File: config.mk
export PLATFORM = sky130hd
export DESIGN_NAME = instr_fetch_unit
export DESIGN_NICKNAME = d
export VERILOG_FILES = /design/src/rtl/riscv_pkg.sv /design/src/rtl/fetch_fifo.sv /design/src/rtl/instr_fetch_unit.sv
export SDC_FILE = /design/constraint.sdc
export NUM_CORES = 1
export LEC_CHECK = 0
export ABC_AREA = 1
export CAP_MARGIN = 0
export CORE_MARGIN = 3
export CORE_UTILIZATION = 25
export CTS_CLUSTER_SIZE = 28
export DETAILED_ROUTE_END_ITERATION = 10
export GPL_TIMING_DRIVEN = 0
export PLACE_DENSITY = 0.53
export SLEW_MARGIN = 30
export SYNTH_ARGS = -nofsm -noshare
export SYNTH_HDL_FRONTEND = slang
export SYNTH_HIERARCHICAL = 1
export SYNTH_SLANG_ARGS = --single-unit
File: constraint.sdc
create_clock -name clk -period 1.9 [get_ports clk]
set_input_delay 0.19 -clock clk [delete_from_list [all_inputs] [get_ports clk]]
set_output_delay 0.19 -clock clk [all_outputs]
set_load 0.1 [all_outputs]
File: src/rtl/riscv_pkg.sv
// Shared core definitions: machine/instruction widths, the canonical NOP
// encoding and the instruction fetch FSM state type.
package riscv_pkg;

  localparam int XLEN = 32;
  localparam int ILEN = 32;

  localparam logic [ILEN-1:0] NOP = 32'h0000_0013;

  // REQ: imem_req high; WAIT: granted, awaiting rvalid; STALL: no room to fetch
  typedef enum logic [1:0] {
    ST_REQ,
    ST_WAIT,
    ST_STALL
  } fetch_state_e;

endpackage

File: src/rtl/fetch_fifo.sv
// Synchronous prefetch FIFO holding {pc, instr} entries.
// Ports:
//   clk, rst_n     clock, asynchronous active-low reset
//   flush          drop all entries (wins over push/pop)
//   push/push_data write one entry
//   pop            consume the head entry
//   head           current head entry (registered storage)
//   count          number of valid entries, 0..DEPTH
//   full/empty     occupancy flags
module fetch_fifo #(
  parameter int WIDTH = 64,
  parameter int DEPTH = 2
) (
  input  logic                     clk,
  input  logic                     rst_n,
  input  logic                     flush,
  input  logic                     push,
  input  logic [WIDTH-1:0]         push_data,
  input  logic                     pop,
  output logic [WIDTH-1:0]         head,
  output logic [$clog2(DEPTH):0]   count,
  output logic                     full,
  output logic                     empty
);

  localparam int AW = $clog2(DEPTH);
  localparam int CW = AW + 1;

  logic [WIDTH-1:0] mem [DEPTH];
  logic [AW-1:0]    wr_ptr;
  logic [AW-1:0]    rd_ptr;

  // Storage is cleared on reset so the head reads as zero out of reset.
  always_ff @(posedge clk or negedge rst_n) begin
    if (!rst_n) begin
      for (int i = 0; i < DEPTH; i++) mem[i] <= '0;
      wr_ptr <= '0;
      rd_ptr <= '0;
      count  <= '0;
    end else if (flush) begin
      wr_ptr <= '0;
      rd_ptr <= '0;
      count  <= '0;
    end else begin
      if (push) begin
        mem[wr_ptr] <= push_data;
        wr_ptr      <= wr_ptr + AW'(1);
      end
      if (pop) rd_ptr <= rd_ptr + AW'(1);
      count <= count + CW'(push) - CW'(pop);
    end
  end

  assign head  = mem[rd_ptr];
  assign full  = (count == CW'(DEPTH));
  assign empty = (count == '0);

endmodule

File: src/rtl/instr_fetch_unit.sv
// Instruction fetch stage. Owns the fetch PC, issues word requests over a
// req/gnt/rvalid bus (one outstanding at most), buffers returned words in a
// prefetch FIFO and hands them to decode over valid/ready. A redirect flushes
// the FIFO and restarts fetch at the new address.
// Ports:
//   clk, rst_n                         clock, asynchronous active-low reset
//   imem_req, imem_addr                request and word-aligned byte address
//   imem_gnt, imem_rvalid, imem_rdata  grant, in-order response data
//   redirect_valid, redirect_pc        flush and restart fetch
//   id_valid, id_ready, id_instr, id_pc  decode handshake and payload
module instr_fetch_unit
  import riscv_pkg::*;
#(
  parameter logic [XLEN-1:0] RESET_PC   = 32'h0000_0000,
  parameter int              FIFO_DEPTH = 2
) (
  input  logic            clk,
  input  logic            rst_n,
  output logic            imem_req,
  output logic [XLEN-1:0] imem_addr,
  input  logic            imem_gnt,
  input  logic            imem_rvalid,
  input  logic [ILEN-1:0] imem_rdata,
  input  logic            redirect_valid,
  input  logic [XLEN-1:0] redirect_pc,
  output logic            id_valid,
  input  logic            id_ready,
  output logic [ILEN-1:0] id_instr,
  output logic [XLEN-1:0] id_pc
);

  localparam int CW = $clog2(FIFO_DEPTH) + 1;

  fetch_state_e    state, state_nx;
  logic [XLEN-1:0] fetch_pc, fetch_pc_nx;
  logic [XLEN-1:0] out_pc, out_pc_nx;
  logic            discard, discard_nx;

  logic                 push, pop, gnt_ok;
  logic [CW-1:0]        fifo_count, level_after;
  logic                 fifo_full, fifo_empty;
  logic [XLEN+ILEN-1:0] fifo_head;

  // A grant only counts while our request is actually on the bus.
  assign gnt_ok = imem_req & imem_gnt;
  assign pop    = ~fifo_empty & id_ready;

  // Occupancy once the returning word is pushed and any pop this cycle retires.
  assign level_after = fifo_count + CW'(1) - CW'(pop);

  always_comb begin
    state_nx    = state;
    fetch_pc_nx = fetch_pc;
    out_pc_nx   = out_pc;
    discard_nx  = discard;
    push        = 1'b0;
    if (redirect_valid) begin
      fetch_pc_nx = {redirect_pc[XLEN-1:2], 2'b00};
      case (state)
        // A response arriving now retires the stale request; otherwise it
        // is still in flight and must be dropped when it lands.
        ST_WAIT: begin
          if (imem_rvalid) begin
            state_nx   = ST_REQ;
            discard_nx = 1'b0;
          end else begin
            state_nx   = ST_WAIT;
            discard_nx = 1'b1;
          end
        end
        ST_REQ: begin
          if (gnt_ok) begin
            state_nx   = ST_WAIT;
            discard_nx = 1'b1;
          end else begin
            state_nx = ST_REQ;
          end
        end
        default: state_nx = ST_REQ;
      endcase
    end else begin
      case (state)
        ST_REQ: begin
          if (gnt_ok) begin
            state_nx    = ST_WAIT;
            out_pc_nx   = fetch_pc;
            fetch_pc_nx = fetch_pc + 32'd4;
          end
        end
        ST_WAIT: begin
          if (imem_rvalid) begin
            if (discard) begin
              discard_nx = 1'b0;
              state_nx   = (fifo_full && !pop) ? ST_STALL : ST_REQ;
            end else begin
              push     = 1'b1;
              state_nx = (level_after < CW'(FIFO_DEPTH)) ? ST_REQ : ST_STALL;
            end
          end
        end
        ST_STALL: begin
          if (!fifo_full || pop) state_nx = ST_REQ;
        end
        default: state_nx = ST_REQ;
      endcase
    end
  end

  // ---- fetch control registers ----
  always_ff @(posedge clk or negedge rst_n) begin
    if (!rst_n) begin
      state    <= ST_REQ;
      imem_req <= 1'b0;
      fetch_pc <= RESET_PC;
      out_pc   <= '0;
      discard  <= 1'b0;
    end else begin
      state    <= state_nx;
      imem_req <= (state_nx == ST_REQ);
      fetch_pc <= fetch_pc_nx;
      out_pc   <= out_pc_nx;
      discard  <= discard_nx;
    end
  end

  assign imem_addr = fetch_pc;

  // ---- prefetch buffer ----
  fetch_fifo #(
    .WIDTH (XLEN + ILEN),
    .DEPTH (FIFO_DEPTH)
  ) u_fifo (
    .clk       (clk),
    .rst_n     (rst_n),
    .flush     (redirect_valid),
    .push      (push),
    .push_data ({out_pc, imem_rdata}),
    .pop       (pop),
    .head      (fifo_head),
    .count     (fifo_count),
    .full      (fifo_full),
    .empty     (fifo_empty)
  );

  assign id_valid = ~fifo_empty;
  assign id_pc    = fifo_head[XLEN+ILEN-1:ILEN];
  assign id_instr = fifo_head[ILEN-1:0];

endmodule

* Word-level counts from Yosys, hierarchy flattened
Cells that the tools add are included.
** Operators by class
- Add/subtract/negate cells :: 7
- Order comparisons :: 4
- Eq/ne operators :: 4
- Multiplexer cells :: 35
- Bitwise operators :: 6
- Reductions and logical operators :: 19
** Operators with widths (count)
- 2-to-1 mux 64 bit :: 4
- bitwise mux 128 bit :: 1
- 2-to-1 mux 32 bit :: 3
- demux 64 bit (select 1 bit) :: 1
- adder 32 x 3 -> 32 bit, second input constant :: 1
- 2-to-1 mux 2 bit :: 8
- 2-to-1 mux 1 bit :: 15
- nonzero test 2 bit :: 7
- logical NOT 2 bit :: 3
- one-hot mux 2 bit (3 select lines) :: 1
- equality test 2 bit, second input constant :: 2
- >= comparator 2 bit, second input constant :: 2
- NOT 1 -> 2 bit :: 2
- one-hot mux 2 bit (2 select lines) :: 1
- AND reduction 2 bit :: 2
- AND reduction 4 bit :: 1
- subtractor 2 x 1 -> 2 bit :: 2
- inequality test 3 bit, second input constant :: 1
- AND reduction 3 bit :: 1
- adder 1 bit, second input constant :: 2
- adder 2 x 1 -> 2 bit :: 1
- adder 2 x 1 -> 2 bit, second input constant :: 1
- AND 1 bit :: 2
- equality test 2 x 1 -> 1 bit, second input constant :: 1
- other kinds (7) :: 10
** Storage, ports and cells
- Bits in registers :: 200
- Output and inout bits :: 98

* Longest topological paths before layout
Gate-level depths: netlist of the first run.
- Word-level depth :: 11
- Depth in mapped cells :: 10
- Depth with buffers taken out :: 10

* Cells and area by module
Netlist of the first run, hierarchy kept.
** By module, submodules not included
- fetch_fifo :: instances 1, cells each 575, area an instance 6100.9 µm², sequential area each 3303.2 µm²
- instr_fetch_unit :: instances 1, cells each 488, area an instance 3611.0 µm², sequential area each 1601.5 µm²

* Worst setup path before layout of the first run
Ideal clock, no wire load.
- Path type :: register to register
- From :: reg fetch_pc[3], in the netlist imem_addr[3]
- To :: reg fetch_pc[20], in the netlist imem_addr[20]
- Data arrival time :: 2070 ps
- Required time :: 1780 ps
- Slack :: -290 ps
- Stages on the path, launching flop included :: 11
- Path buffers :: 0
- Clock period less this slack :: 2190 ps
- Path through :: dfrtp_1 -> ha_1 -> nand2_2 -> nor2_4 -> nand3_2 -> nor2_1 -> nand2_1 -> nand2_1 -> nand2_1 -> nand2_1 -> nand2_1
** Between the ends
- Word-level cells in the longest chain between the ends :: 4
** RTL lines
- start, declared :: RTL line instr_fetch_unit.sv:35 : logic [XLEN-1:0] fetch_pc, fetch_pc_nx;
- start signal, assigned :: RTL line instr_fetch_unit.sv:120 : fetch_pc <= fetch_pc_nx;
- adder 32 x 3 -> 32 bit :: RTL line instr_fetch_unit.sv:87 : fetch_pc_nx = fetch_pc + 32'd4;
- 2-to-1 mux 32 bit :: RTL line instr_fetch_unit.sv:84 : if (gnt_ok) begin
- 2-to-1 mux 32 bit :: RTL line instr_fetch_unit.sv:82 : case (state)
- 2-to-1 mux 32 bit :: RTL line instr_fetch_unit.sv:57 : if (redirect_valid) begin
No other way between the ends. The select of a mux whose other input is x is not followed.
A chain may end at the register's enable or synchronous reset.

* Worst setup path in the final report of the first run
- From :: reg u_fifo.rd_ptr
- To :: out id_instr[2]
** Between the ends
- Word-level cells in the longest chain between the ends :: 4
** RTL lines
- start, declared :: RTL line fetch_fifo.sv:31 : logic [AW-1:0] rd_ptr;
- start signal, assigned :: RTL line fetch_fifo.sv:49 : if (pop) rd_ptr <= rd_ptr + AW'(1);
- NOT 1 -> 2 bit (not written as such) :: RTL line fetch_fifo.sv:54 : assign head = mem[rd_ptr];
- 2-to-1 mux 64 bit (not written as such) (3 in a row) :: RTL line fetch_fifo.sv:54
- end, declared :: RTL line instr_fetch_unit.sv:28 : output logic [ILEN-1:0] id_instr,
No other way between the ends. The select of a mux whose other input is x is not followed.

==> impl.org, run 1 <==
** Status
- The final reports fail on setup timing.
- The run finished, with violations left.

** Die
- Vertical die dimension :: 203.1 um
- Initial core utilization :: 0.2560
- In this run the standard cell core region covers 37,930 um^2.
- For this design the top-level I/O count stands at 168.
- Number of standard-cell rows in the floorplan :: 71
- Die Span X :: 203.1 um
- Total die area :: 41,250 um^2

** STA
- Static timing analysis puts the maximum clock frequency at 521.1 MHz.
- Slew headroom :: 0.3687
- The hold violation total from the final report came to 0.
- Setup total negative slack on the finished layout was measured at -0.06082 ns.
- Post-route minimum period :: 1.919 ns
- The final max-slew violation count was 0.
- At the pin with the least slew margin, the transition time is 0.9507 ns.
- Worst clock skew :: 0.01170 ns
- Smallest setup slack after layout :: -0.01894 ns
- Setup violations remaining at the end of the flow were counted as 9.
- Setup repair after global routing could not meet its margin everywhere.
- Final critical-path share of the clock period :: 1.010

** Pwr
- In this run the static leakage power is 0.006078 uW.
- In this run the power density over the cells is 1809 nW/um^2.
- Total Power Consumption :: 23,870 uW
- Largest vdd supply drop :: 0.8058 mV

** Worst setup path
- Kind of critical path :: reg -> out
- Launching point of the worst reg2reg path :: state[1]
- Arrival time at the worst endpoint :: 1.73 ns
- The endpoint identified for the worst register-to-register timing path is u_fifo/mem[8].
- CP Data Required Time :: 1.71 ns
- Slack of the worst reg-to-reg path :: 0.23 ns
- Startpoint class of the critical path :: register
- CP Max Fanout :: 5
- Type of element capturing the critical path :: output pin
- In this run the worst setup path begins at u_fifo/rd_ptr.
- Crit path capture :: id_instr[2]
- Counting cells, the worst reg-to-reg path comes to 8.

** Routing
- Initial DRC count :: 502
- Number of DRC violations after detailed routing :: 0
- Via density per instance :: 4.312
- WL/cell :: 16.49 um
- Via total after detailed routing :: 7,679
- After detailed routing, the met2 layer carries 13,640 um of wire.
- Top Metal Used :: met4
- Met3 wire length :: 1184 um
- The final layout contains routed wiring with a total length of 29,370 um.
- After detailed routing, the wire length on met1 is 14,230 um.
- The count of nets left with antenna violations once routing finished came out at 0.
- Count of TritonRoute iterations in the first routing pass :: 5

** Final layout
- Register area :: 4930 um^2
- Of the cells placed in the final design, the portion with a size suffix greater than 1 is 0.2937.
- # diodes :: 0
- Area of the multi-input gates :: 4050 um^2
- The finished layout holds 1,781 standard cells, fillers aside.
- Number of fill cells :: 3,964
- The final layout contains 1,330 nets.
- Compared with the post-synthesis result, the final layout area differs by 35.87%.

** Synth
- Most common cell in the netlist :: nand2_1
- Most used flip-flop cell after synthesis :: dfrtp_1
- The synthesized design spends more area on one cell type than any other, namely dfrtp_1.
- Number of synthesized flops with an enable pin :: 0
- Post-Synthesis Cell Area :: 9712 um^2
- Synth warnings :: 6
- FFs w/ async S/R, synth :: 1.000
- Sorting the synthesized cells by how often they occur yields 289 x nand2_1, 196 x dfrtp_1, 104 x inv_1.
- Sequential area share after synthesis :: 0.5050
- Synthesis produced a netlist whose cell count is 1,063.
- Mapped Avg Cell Area :: 9.136 um^2
- Portion of synthesized cell area occupied by the leading cell type :: 0.5050
- Library cells used by synthesis :: 39
- Synthesis inferred 196 register bits.
- By area the synthesized netlist is led by dfrtp_1 51%, nand2_1 11%, mux2_2 7.4%.

** GRT
- Antenna violations before repair :: 0
- Entering global routing, the biggest net connects 86 pins.
- Remaining global-route overflow :: 0
- Across every metal layer, demand over resource in global routing totals 0.1429.
- The first global-routing pass estimated 45,750 um of wire.
- The number of global-route vias before repair is 7,863.

** Hold path
- The tightest min-delay check is of the in -> async type.

** Job
- Max Cap Violations :: 0

** Placed design
- Once placement completed, the tool counted placed cells totaling 1,742.
- Detail Placement HPWL :: 21,200 um
- The count of buffers added on input and output ports is 163.
- Before CTS, the worst setup slack after placement is -0.6864 ns.
- At the end of routability-driven placement, the weighted congestion stood at 0.8705.

** Clock tree
- CTS saw 196 sinks.
- H-tree depth :: 4
- CTS root buf :: clkbuf_16
- Clock insertion delay at the later pin of the skew report :: 0.44 ns
- Clock tree from TritonCTS :: done
- Number of buffers inserted during clock tree synthesis :: 17
- Clock-pin slew was measured on the worst setup and hold paths at 0.07 ns.
- The clock passes through at most 2 buffers.
[registers in the layout, summed over array words and instances (netlist names), 2 cells and up]
signal	flops
u_fifo/mem	128
imem_addr	30
out_pc	30
state	2
u_fifo/count	2
[worst min-delay path by stage]
| stage | endpoint | slack, ns | cells after the start |
|---|---|---|---|
| 2_1_floorplan | discard | -0.11 | 0 |
| 3_3_place_gp | u_fifo/mem[28] | 0.46 | 2 |
| 3_5_place_dp | u_fifo/mem[91] | 0.15 | 1 |
| 4_1_cts | u_fifo/mem[29] | 0.26 | 2 |
| 5_1_grt | u_fifo/mem[92] | 0.28 | 2 |
| 6_report | u_fifo/mem[92] | 0.26 | 2 |
[per-layer routing]
layer  global-route usage  up-vias
li1                     -     3827
met3              0.02854       21
met5                    0        -
met2               0.2296      176
met4              0.03171        0
met1               0.2000     3655
[layout make-up]
cell class	instances	share of cell area
timing repair buffer	172	0.1558
multi-input combinational	704	0.3069
tap	511	0.04845
inverter	113	0.03233
clock inverter	14	0.01062
clock buffer	18	0.03328
sequential	196	0.3736
buffer	53	0.03897
[critical path, stage by stage, from the launching register on]
cell       delay [ns]
dfrtp_2          0.41
buf_4            0.17
clkbuf_16        0.18
mux2_2           0.35
buf_6            0.19
[layout by cell type (no fill, tap or decap), drive strengths merged, types with 2 or more instances in the layout]
cell type and instances:
inv 119, nand2 299, nor3 4, clkbuf 25
clkinv 6, nand3b 8, clkdlybuf4s50 66, o21ai 171
ha 3, a21oi 18, nor2 73, o22ai 2
xor2 5, dfrtp 196, nand4 10, nand3 34
buf 120, o221ai 2, clkdlybuf4s15 31, conb 4
mux2 64
[where the power goes]
| part | total, uW | internal [uW] | switching (uW) |
|---|---|---|---|
| combinational | 13800 | 4110 | 9670 |
| sequential | 6460 | 5510 | 953 |
| clock | 3630 | 1890 | 1740 |
| total | 23900 | 11500 | 12400 |
[timing repair]
action	in CTS	in global routing
pin swaps	0	2
hold buffers	1	0
endpoints found under the hold margin	54	0
buffers inserted	2	3
gates resized for setup	531	54
setup endpoints to repair	212	93
cloned	0	1
[stage by stage]
step	area (um^2)	utilization	hold WS (ns)
floorplan	9747	-	-0.1056
global placement	12020	0.3168	0.4589
detailed placement	12030	0.3172	0.1476
CTS	12920	0.3407	0.2602
global route	13200	0.3479	0.2756
finish	13200	0.3479	0.2577
[kinds of logic after synthesis]
family / count (synthesis) / synth area share
compound gates: 200 / 0.1310
xor+xnor: 5 / 0.004509
fa+ha+maj: 3 / 0.003865
buf+inv: 166 / 0.08954
flops: 196 / 0.5050
mux: 64 / 0.07421
other cells: 1 / 0.0003861
simple gates: 428 / 0.1914
Note: power is estimated with default switching activity, not from simulation.
==> run 2: changes to the inputs <==
--- a/config.mk
+++ b/config.mk
@@ -6,13 +6,12 @@
 export NUM_CORES = 1
 export LEC_CHECK = 0
 export ABC_AREA = 1
-export CAP_MARGIN = 0
 export CORE_MARGIN = 3
 export CORE_UTILIZATION = 25
 export CTS_CLUSTER_SIZE = 28
 export DETAILED_ROUTE_END_ITERATION = 10
 export GPL_TIMING_DRIVEN = 0
-export PLACE_DENSITY = 0.53
+export PLACE_DENSITY = 0.54
 export SLEW_MARGIN = 30
 export SYNTH_ARGS = -nofsm -noshare
 export SYNTH_HDL_FRONTEND = slang
==> constraint.sdc (replaced) <==
create_clock -name clk -period 1.6 [get_ports clk]
set_input_delay 0.16 -clock clk [delete_from_list [all_inputs] [get_ports clk]]
set_output_delay 0.16 -clock clk [all_outputs]
set_load 0.01 [all_outputs]
==> run 2 against run 1 <==
Compared with the run above: the flow still finishes with violations (setup timing); hold slack worse by 0.12 ns; clock-buffer cell count fell by 1; final cell count up 3.7%; die area is the same; critical endpoint is now id_pc[16]; largest cell class unchanged.
==> impl.org, run 2 (same netlist as run 1, synthesis figures left out) <==
** Worst setup path
- Endpoint of the worst register-to-register path :: u_fifo/mem[68]
- Kind of critical path :: reg -> out
- Slack of the worst reg-to-reg path :: -0.03 ns (-0.26 ns)
- Startpoint class of the critical path :: register
- The critical path goes through buf_12 -> buf_12 -> buf_12 -> mux2_4 -> buf_6.
- The data arrival time of the critical path was 1.75 ns (+0.02 ns).
- Launching point of the worst reg2reg path :: state[1]
- Crit-path max cell delay :: 0.43 ns (+0.02 ns)
- Type of element capturing the critical path :: output pin
- The required arrival time at the worst endpoint was 1.44 ns (-0.27 ns).
- Critical path's most frequent cell :: buf_12
- The path depth of the worst reg2reg path is 8 (unchanged).
- Library cell contributing the largest single delay on the critical path :: dfrtp_2
- The number of buffers and inverters on the critical path is 4 (+1).
- CP Max Fanout :: 5 (unchanged)
- CP top delay family :: buffers and inverters

** Routing
- Met3 wire length :: 1546 um (+31%)
- The via density per instance came to 4.421 (+2.5%).
- The number of violations reported at the end of detailed-routing iteration 0 is 377 (-25%).
- Met2 routed wirelength :: 14,930 um (+9.4%)
- Number of DRC violations after detailed routing :: 0 (unchanged)
- The met1 layer wirelength in the final routing came to 15,030 um (+5.6%).
- The overall via count from detail_route is 8,165 (+6.3%).
- The number of search-and-repair iterations in the first detailed-routing pass came to 5 (unchanged).
- The total detailed-routing wirelength came to 32,200 um (+9.6%).
- Detail Route Antenna Nets :: 0 (unchanged)
- The wire length per cell after detailed routing was 17.43 um (+5.7%).
- Top Metal Used :: met4

** GRT
- Global-route wire length before repair :: 46,830 um (+2.4%)
- Global router's overall resource usage :: 0.1468 (+0.003866)
- Maximum number of pins on one net before global-route repair :: 56 (-35%)
- The sum of overflow across all layers after global routing was 0 (unchanged).
- Antenna violations before repair :: 0 (unchanged)
- The number of global-route vias before repair is 7,895 (+0.41%).

** STA
- The hold violation total from the final report came to 0 (unchanged).
- The setup slack after layout is -0.3100 ns (-0.2911 ns).
- Tightest Pin Transition :: 0.6917 ns (-0.2590 ns)
- Final Max Tran Viols :: 0 (unchanged)
- The relative slew slack is 0.5389 (+0.1702).
- Setup tns final :: -16.56 ns (-16.50 ns)
- For this run, the top clock speed supported by timing is 523.5 MHz.
- Post-route minimum period :: 1.910 ns
- Of the available clock period, the critical path in the final layout requires 1.194.
- Worst hold slack :: 0.1405 ns (-0.1172 ns)
- RSZ-0062 raised after global routing :: yes
- Number of endpoints failing setup at the final stage :: 99 (+90)
- Worst clock skew :: 0.009279 ns (-0.002422 ns)

** Hold path
- The tightest min-delay check is of the in -> reg type.
- Hold EP :: u_fifo/count[0]
- The worst hold path begins at redirect_valid.
- The worst hold path passes through 2 cells.

** Final layout
- Most common cell after layout, fill and taps aside :: dfrtp_1
- Leaving out fill and tap cells, the most frequent cells in the layout are 175 x dfrtp_1, 174 x nand2_1, 103 x inv_1, 100 x o21ai_2, 78 x clkdlybuf4s50_1.
- Relative to the synthesized area, the layout overhead comes to 54.63%.
- The final layout net count is 1,397 (+5.0%).
- Layout Cells excl Fill :: 1,847 (+3.7%)
- The proportion of layout cells with a drive suffix above 1 came to 0.4311 (+0.1374).
- Most flop-heavy register :: u_fifo/mem
- The flip-flop count of the largest register, all copies and words added is 128 (unchanged).
- The antenna diode count came to 0 (unchanged).

** Die
- Number of primary I/O pins :: 168 (unchanged)
- The placeable core area came to 37,930 um^2 (unchanged).
- Total die area :: 41,250 um^2 (unchanged)
- The starting density of the core is 0.2560 (unchanged).
- The height of the die is 203.1 um (unchanged).
- Die Span X :: 203.1 um (unchanged)
- The number of rows created at floorplan came to 71 (unchanged).

** Placed design
- Detail Placement HPWL :: 21,350 um (+0.71%)
- The count of placed standard cells including taps was 1,743 (+0.057%).
- The weighted congestion at the end of routability-driven global placement was 0.8470 (-2.7%).
- PortBufs :: 163 (unchanged)

** Status
- Violations in the final reports :: setup timing
- The run finished, with violations left.

** Clock tree
- TritonCTS built the clock tree.
- The maximum level of the CTS H-tree was 4 (unchanged).
- The number of CTS-inserted buffers is 17 (unchanged).
- Buffers from clock root to sink, at most :: 2 (unchanged)
- The source-to-sink clock delay at the later pin of the worst-skew pair is 0.44 ns (about the same).
- The cell sitting at the root of the clock tree is a clkbuf_16.
- The register clock-pin slew on the reported worst setup and hold paths was 0.08 ns (about the same).
- The total clock sinks came to 196 (unchanged).

** Job
- Max Cap Violations :: 0 (unchanged)

** Pwr
- The areal power density over the cells came to 1482 nW/um^2 (-18%).
- Total Power Consumption :: 22,250 uW (-6.8%)
- Cell leakage power :: 0.006977 uW (+15%)
- The peak supply drop was 0.8415 mV (+4.4%).
[run 2: cell types whose count changed in the layout (fill, tap and decap cells not counted), moves of 24 or more]
cell             change
nand2_4             +53
o21ai_2             +36
o21ai_1             -24
nand2_2             +62
nand2_1            -115
clkdlybuf4s15_2     -30
[run 2: power by group]
| part | internal, uW | switching [uW] | total (uW) |
|---|---|---|---|
| Combinational | 5170 | 4720 | 9890 |
| Sequential | 6550 | 1280 | 7830 |
| Clock | 2390 | 2150 | 4540 |
[run 2: layout make-up]
cell class,instances,area (um^2)
clock buffers,17,425.4
flip-flops and latches,196,4931
repair buffers,240,2798
inverters,113,434.2
multi-input cells,704,4822
well taps,511,639.4
fillers,3799,22920
clock inverters,14,197.7
plain buffers,52,769.5
[run 2: worst max path at each step]
stage	startpoint	to	slack, ns	cells after the start
final	u_fifo/rd_ptr	id_pc[16]	-0.31	5
after global routing	u_fifo/rd_ptr	id_pc[16]	-0.36	5
after CTS	u_fifo/rd_ptr	id_pc[16]	-0.35	5
after detailed placement	redirect_valid	u_fifo/mem[32]	-0.96	10
after global placement	rst_n	imem_addr[29]	-8.25	1
after floorplan	state[1]	u_fifo/mem[10]	0.08	8
[run 2: what timing repair did]
item | 4_1_cts | 5_1_grt
endpoints found under the hold margin | 89 | 0
gates resized for setup | 403 | 326
setup endpoints to repair | 234 | 240
buffers inserted | 32 | 16
pin swaps | 2 | 19
gates cloned | 4 | 21
hold buffers | 1 | 0
[run 2: stage by stage]
step | setup slack, ns | instance area (um^2) | utilization
3_5_place_dp | -0.9577 | 12080 | 0.3185
3_3_place_gp | -8.248 | 11990 | 0.3162
2_1_floorplan | 0.07642 | 9723 | -
5_1_grt | -0.3643 | 15020 | 0.3959
4_1_cts | -0.3481 | 13260 | 0.3497
6_report | -0.3100 | 15020 | 0.3959
[run 2: metal layers]
| metal | vias up | GRT usage |
|---|---|---|
| met5 | - | 0 |
| met4 | 0 | 0.04769 |
| met3 | 37 | 0.02998 |
| met2 | 213 | 0.2242 |
| met1 | 3946 | 0.2085 |
| li1 | 3969 | - |
